### src/rtl/ring_pkg.sv
// Shared types and constants for the one-hot ring monitor: ring width,
// FSM state encoding, error codes and 7-segment glyphs.
package ring_pkg;

  localparam int NBITS_RING = 4;

  typedef enum logic [1:0] {
    IDLE  = 2'd0,
    TRACK = 2'd1,
    ERROR = 2'd2
  } ring_state_t;

  localparam logic [1:0] ERR_NONE       = 2'b00;
  localparam logic [1:0] ERR_NOT_ONEHOT = 2'b01;
  localparam logic [1:0] ERR_SKIP       = 2'b10;

  // Segment order is bit0=a .. bit6=g; the decimal point is added by the top.
  localparam logic [6:0] SEG_0     = 7'h3F;
  localparam logic [6:0] SEG_1     = 7'h06;
  localparam logic [6:0] SEG_2     = 7'h5B;
  localparam logic [6:0] SEG_3     = 7'h4F;
  localparam logic [6:0] SEG_4     = 7'h66;
  localparam logic [6:0] SEG_5     = 7'h6D;
  localparam logic [6:0] SEG_6     = 7'h7D;
  localparam logic [6:0] SEG_7     = 7'h07;
  localparam logic [6:0] SEG_8     = 7'h7F;
  localparam logic [6:0] SEG_9     = 7'h6F;
  localparam logic [6:0] SEG_E     = 7'h79;
  localparam logic [6:0] SEG_BLANK = 7'h00;

endpackage

### src/rtl/ring_monitor_seg7_decode.sv
// Combinational BCD-to-7-segment decoder; an error request overrides the
// digit and shows 'E'. Non-BCD codes blank the display.
module seg7_decode
  import ring_pkg::*;
(
  input  logic [3:0] bcd,
  input  logic       err,
  output logic [6:0] segments
);

  always_comb begin
    segments = SEG_BLANK;
    if (err) begin
      segments = SEG_E;
    end else begin
      case (bcd)
        4'd0:    segments = SEG_0;
        4'd1:    segments = SEG_1;
        4'd2:    segments = SEG_2;
        4'd3:    segments = SEG_3;
        4'd4:    segments = SEG_4;
        4'd5:    segments = SEG_5;
        4'd6:    segments = SEG_6;
        4'd7:    segments = SEG_7;
        4'd8:    segments = SEG_8;
        4'd9:    segments = SEG_9;
        default: segments = SEG_BLANK;
      endcase
    end
  end

endmodule

### src/rtl/ring_monitor.sv
// Watches an upstream one-hot ring counter, counts completed laps in BCD,
// flags sequence errors (sticky) and drives a 7-segment lap display.
module ring_monitor
  import ring_pkg::*;
#(
  parameter int NBITS_RING = ring_pkg::NBITS_RING
) (
  input  logic                  clk_2,
  input  logic                  reset,
  input  logic                  clear,
  input  logic [NBITS_RING-1:0] count_in,
  output logic [3:0]            lap_count,
  output logic                  lap_pulse,
  output logic                  err,
  output logic [1:0]            err_code,
  output logic [7:0]            seg,
  output ring_state_t           state_dbg
);

  localparam logic [NBITS_RING-1:0] RING_FIRST  = NBITS_RING'(1);
  localparam logic [NBITS_RING-1:0] RING_SECOND = NBITS_RING'(2);

  ring_state_t           r_state;
  logic [NBITS_RING-1:0] r_expected;
  logic [3:0]            r_lap;
  logic                  r_pulse;
  logic                  r_err;
  logic [1:0]            r_code;

  logic                  w_onehot;
  logic [NBITS_RING-1:0] w_rotl;
  logic [3:0]            w_lap_inc;
  logic [6:0]            w_seg7;

  assign w_onehot  = (count_in != '0) && ((count_in & (count_in - RING_FIRST)) == '0);
  assign w_rotl    = {r_expected[NBITS_RING-2:0], r_expected[NBITS_RING-1]};
  assign w_lap_inc = (r_lap == 4'd9) ? 4'd0 : r_lap + 4'd1;

  // Handshake-free monitor: count_in is sampled unconditionally every edge,
  // and every output reflects the value seen on the previous edge.
  always_ff @(posedge clk_2) begin
    if (reset || clear) begin
      r_state    <= IDLE;
      r_expected <= RING_SECOND;
      r_lap      <= 4'd0;
      r_pulse    <= 1'b0;
      r_err      <= 1'b0;
      r_code     <= ERR_NONE;
    end else begin
      r_pulse <= 1'b0;
      case (r_state)
        IDLE: begin
          if (count_in == RING_FIRST) begin
            r_state    <= TRACK;
            r_expected <= RING_SECOND;
          end
        end
        TRACK: begin
          if (count_in == r_expected) begin
            // Wrapping back to the first position closes a lap.
            if (r_expected == RING_FIRST) begin
              r_lap   <= w_lap_inc;
              r_pulse <= 1'b1;
            end
            r_expected <= w_rotl;
          end else if (count_in == RING_FIRST) begin
            r_expected <= RING_SECOND;
          end else if (count_in == '0) begin
            r_state <= IDLE;
          end else if (!w_onehot) begin
            r_state <= ERROR;
            r_err   <= 1'b1;
            r_code  <= ERR_NOT_ONEHOT;
          end else begin
            r_state <= ERROR;
            r_err   <= 1'b1;
            r_code  <= ERR_SKIP;
          end
        end
        ERROR: begin
          r_state <= ERROR;
        end
        default: begin
          r_state <= IDLE;
        end
      endcase
    end
  end

  // Display is a pure decode of registered state, so it moves in step with lap_count.
  seg7_decode u_seg7 (
    .bcd      (r_lap),
    .err      (r_err),
    .segments (w_seg7)
  );

  assign lap_count = r_lap;
  assign lap_pulse = r_pulse;
  assign err       = r_err;
  assign err_code  = r_code;
  assign seg       = {(r_state == TRACK), w_seg7};
  assign state_dbg = r_state;

endmodule

### config.mk
export PLATFORM = sky130hd
export DESIGN_NAME = ring_monitor
export DESIGN_NICKNAME = d
export VERILOG_FILES = /design/src/rtl/ring_pkg.sv /design/src/rtl/ring_monitor_seg7_decode.sv /design/src/rtl/ring_monitor.sv
export SDC_FILE = /design/constraint.sdc
export NUM_CORES = 1
export LEC_CHECK = 0
export BUFFER_PORTS_ARGS = -buffer_cell sky130_fd_sc_hd__buf_4
export CORE_MARGIN = 2
export CORE_UTILIZATION = 38
export DETAILED_ROUTE_END_ITERATION = 16
export PLACE_DENSITY = 0.68
export SYNTH_ARGS = -nofsm -noshare
export SYNTH_HDL_FRONTEND = slang
export SYNTH_HIERARCHICAL = 1
export SYNTH_SLANG_ARGS = --single-unit
### constraint.sdc
create_clock -name clk_2 -period 1.59 [get_ports clk_2]
set_clock_uncertainty 0.2 [all_clocks]
set_input_delay 0.159 -clock clk_2 [delete_from_list [all_inputs] [get_ports clk_2]]
set_output_delay 0.159 -clock clk_2 [all_outputs]
set_load 0.01 [all_outputs]
==> flow_metrics.tcl <==
set metrics [dict create \
    status "finished, violations left" \
    violations "setup timing" \
    drt_iter0_markers 14 \
    worstHoldPathType "primary input to flip-flop" \
    grt_pass1_wl_um 4100 \
    die-area_mm2 0.00292 \
    syn-num-nets 128 \
    synth_top_area_cell "dfxtp_1" \
    area_growth_pct 62.6 \
    antenna_found_initial 0 \
    hold_violations 0 \
    dp_hpwl_um 1840 \
    insertion_delay_ps 290 \
    yosysMostFrequentCell "dfxtp_1" \
    ys_ff_latch 14 \
    hold_slack_ps 74.5 \
    path_class "flip-flop to flip-flop" \
    fin_crit_ps 1760 \
    syn_area_per_cell_um2 8.27 \
    synth.distinct_cells 42 \
    ios 25 \
    cts_buffers 3 \
    start_util 0.391 \
    cts_root_buf "clkbuf_4" \
    netlist_area_um2 951 \
    end_kind "flip-flop" \
    synth_enable_flop_cells 0 \
    synth_top_area_share 0.295 \
    routed_via_density 5.36 \
    worst_setup_path_start_kind "flip-flop" \
    drv_cap 0 \
    p_leak_uw 0.000621 \
    drc 0 \
    fin_crit_sh 1.11 \
    tightest_slew_ps 303 \
    ir_worst_vdd_mv 0.393 \
    synthTopCellsByArea "dfxtp_1 (29%), ha_1 (7.9%), a21oi_1 (6.8%)" \
    drive_gt1_frac 0.564 \
    stdcell_area_mm2 0.00155 \
    place_inst 179 \
    ys_seq_area_frac 0.295 \
    clock_sinks 14 \
    cts_tree "done" \
    synth_cells 115 \
    rows 18 \
    first_pass_iters 4 \
    rsz0062_at_grt "true" \
    grt_use_total 0.193 \
    vias 1035 \
    synthArstFlopShare 0 \
    path_max_fanout 4 \
    clock_path_buffers 2 \
    final_cell_count_no_fill 193 \
    timing.slew.headroom 0.797 \
    fin_ws_ps -169 \
    placed_area_mm2 0.00126 \
    core_mm2 0.00243 \
    io_buffers 24 \
    worstPathArrival_ps 1790 \
    first_global_vias 941 \
    fin_nets 177 \
    ys_warn_count 6 \
    utilization 0.636 \
    wire_per_inst_um 14.0 \
    finalSetupTns_ps -998 \
    die-width_um 54.0 \
    antenna_left 0 \
    wirelength_um 2710 \
    ys.flop_type "dfxtp_1" \
    grt_max_degree 12 \
    p_per_area_mw_per_mm2 446 \
    cp.required_ps 1620 \
    antennaDiodeCount 0 \
    setup_viol 12 \
    die_h_um 54.0 \
    gp_congestion 0.829 \
    overflow 0 \
    fmax_mhz 569 \
    path_clk_slew_ps 90 \
    drv_slew 0 \
    htreeDepth 1 \
    synth_commonest_cells "dfxtp_1 (14), a21oi_1 (13), o21ai_0 (8), ha_1 (6), nor2_1 (6)" \
]
-- kinds of logic after synthesis --
kind of cell	Yosys count	synth area share
buffers and inverters	13	0.0671
adders and majority gates	6	0.0789
AOI/OAI and AO/OA	39	0.254
muxes	2	0.0211
DFF	14	0.295
xor gates and xnor gates	6	0.0553
and+or+nand+nor	35	0.229
-- worst max-delay path, stage by stage, from the launching register on --
cell,delay [ps]
dfxtp_4,370
xnor2_1,220
nand4_1,200
or4_4,560
a21oi_2,140
-- flip-flops by register name, summed over array words and instances, names as in the netlist --
signal,cells
lap_count,4
r_expected,4
err_code,2
state_dbg,2
err,1
lap_pulse,1
-- per-stage QoR --
step | worst slack (ps) | total power [uW]
2_1_floorplan | -25.8 | 389
3_3_place_gp | -82.7 | 421
3_5_place_dp | -144 | 423
4_1_cts | -120 | 689
5_1_grt | -243 | 721
6_report | -169 | 690
-- per-layer routing --
layer  vias to the layer above  wire, um  GRT usage
met4                         0        28     0.0708
met1                       502      1140      0.226
met3                         2        97     0.0250
met2                        22      1440      0.354
li1                        509         -          -
met5                         -         0          0
-- path summary, 6_finish.rpt --
kind	cells after the start	startpoint	endpoint	slack, ps
hold / removal	4	count_in[0]	err_code[1]	70
hold reg to reg	2	r_expected[2]	r_expected[3]	320
setup / recovery	4	r_expected[2]	lap_count[1]	-170
setup reg to reg	4	r_expected[2]	lap_count[1]	-170
-- area by class of cell --
type	count	area [um2]
multi-input combinational	88	742
sequential	14	300
tap	30	37.5
fill	211	886
timing repair buffer	50	392
inverter	7	38.8
clock buffer	4	36.3
-- where the power goes --
group | internal (uW) | switching [uW]
clock network | 140 | 131
logic | 36.2 | 37.8
registers | 344 | 0.770
total | 520 | 170
-- placed cells by master, fill, tap and decap left out, types with 2 or more instances in the layout --
| master | n |
|---|---|
| a21oi_1 | 8 |
| a21oi_2 | 6 |
| buf_4 | 45 |
| buf_6 | 3 |
| clkbuf_4 | 3 |
| dfxtp_1 | 6 |
| dfxtp_2 | 4 |
| dfxtp_4 | 4 |
| dlygate4sd3_1 | 2 |
| ha_2 | 2 |
| ha_4 | 3 |
| inv_1 | 3 |
| mux2i_1 | 2 |
| nand2_1 | 5 |
| nand3_1 | 4 |
| nor2_1 | 5 |
| nor2_4 | 2 |
| nor2b_1 | 3 |
| nor3_1 | 2 |
| o211ai_1 | 3 |
| o21a_1 | 3 |
| o21ai_0 | 4 |
| o21ai_1 | 6 |
| o311ai_2 | 2 |
| o31ai_1 | 2 |
| or3_1 | 2 |
| xnor2_1 | 3 |
| xnor2_2 | 2 |
-- what timing repair did --
item                                    CTS  global route
hold buffers                              2             0
cloned                                    0             0
hold endpoints to repair                  2             0
endpoints found under the setup margin   10            18
resized for setup                        32            15
pin swaps                                11            11
buffers inserted                          6             3
Note: power is estimated with default switching activity, not from simulation.
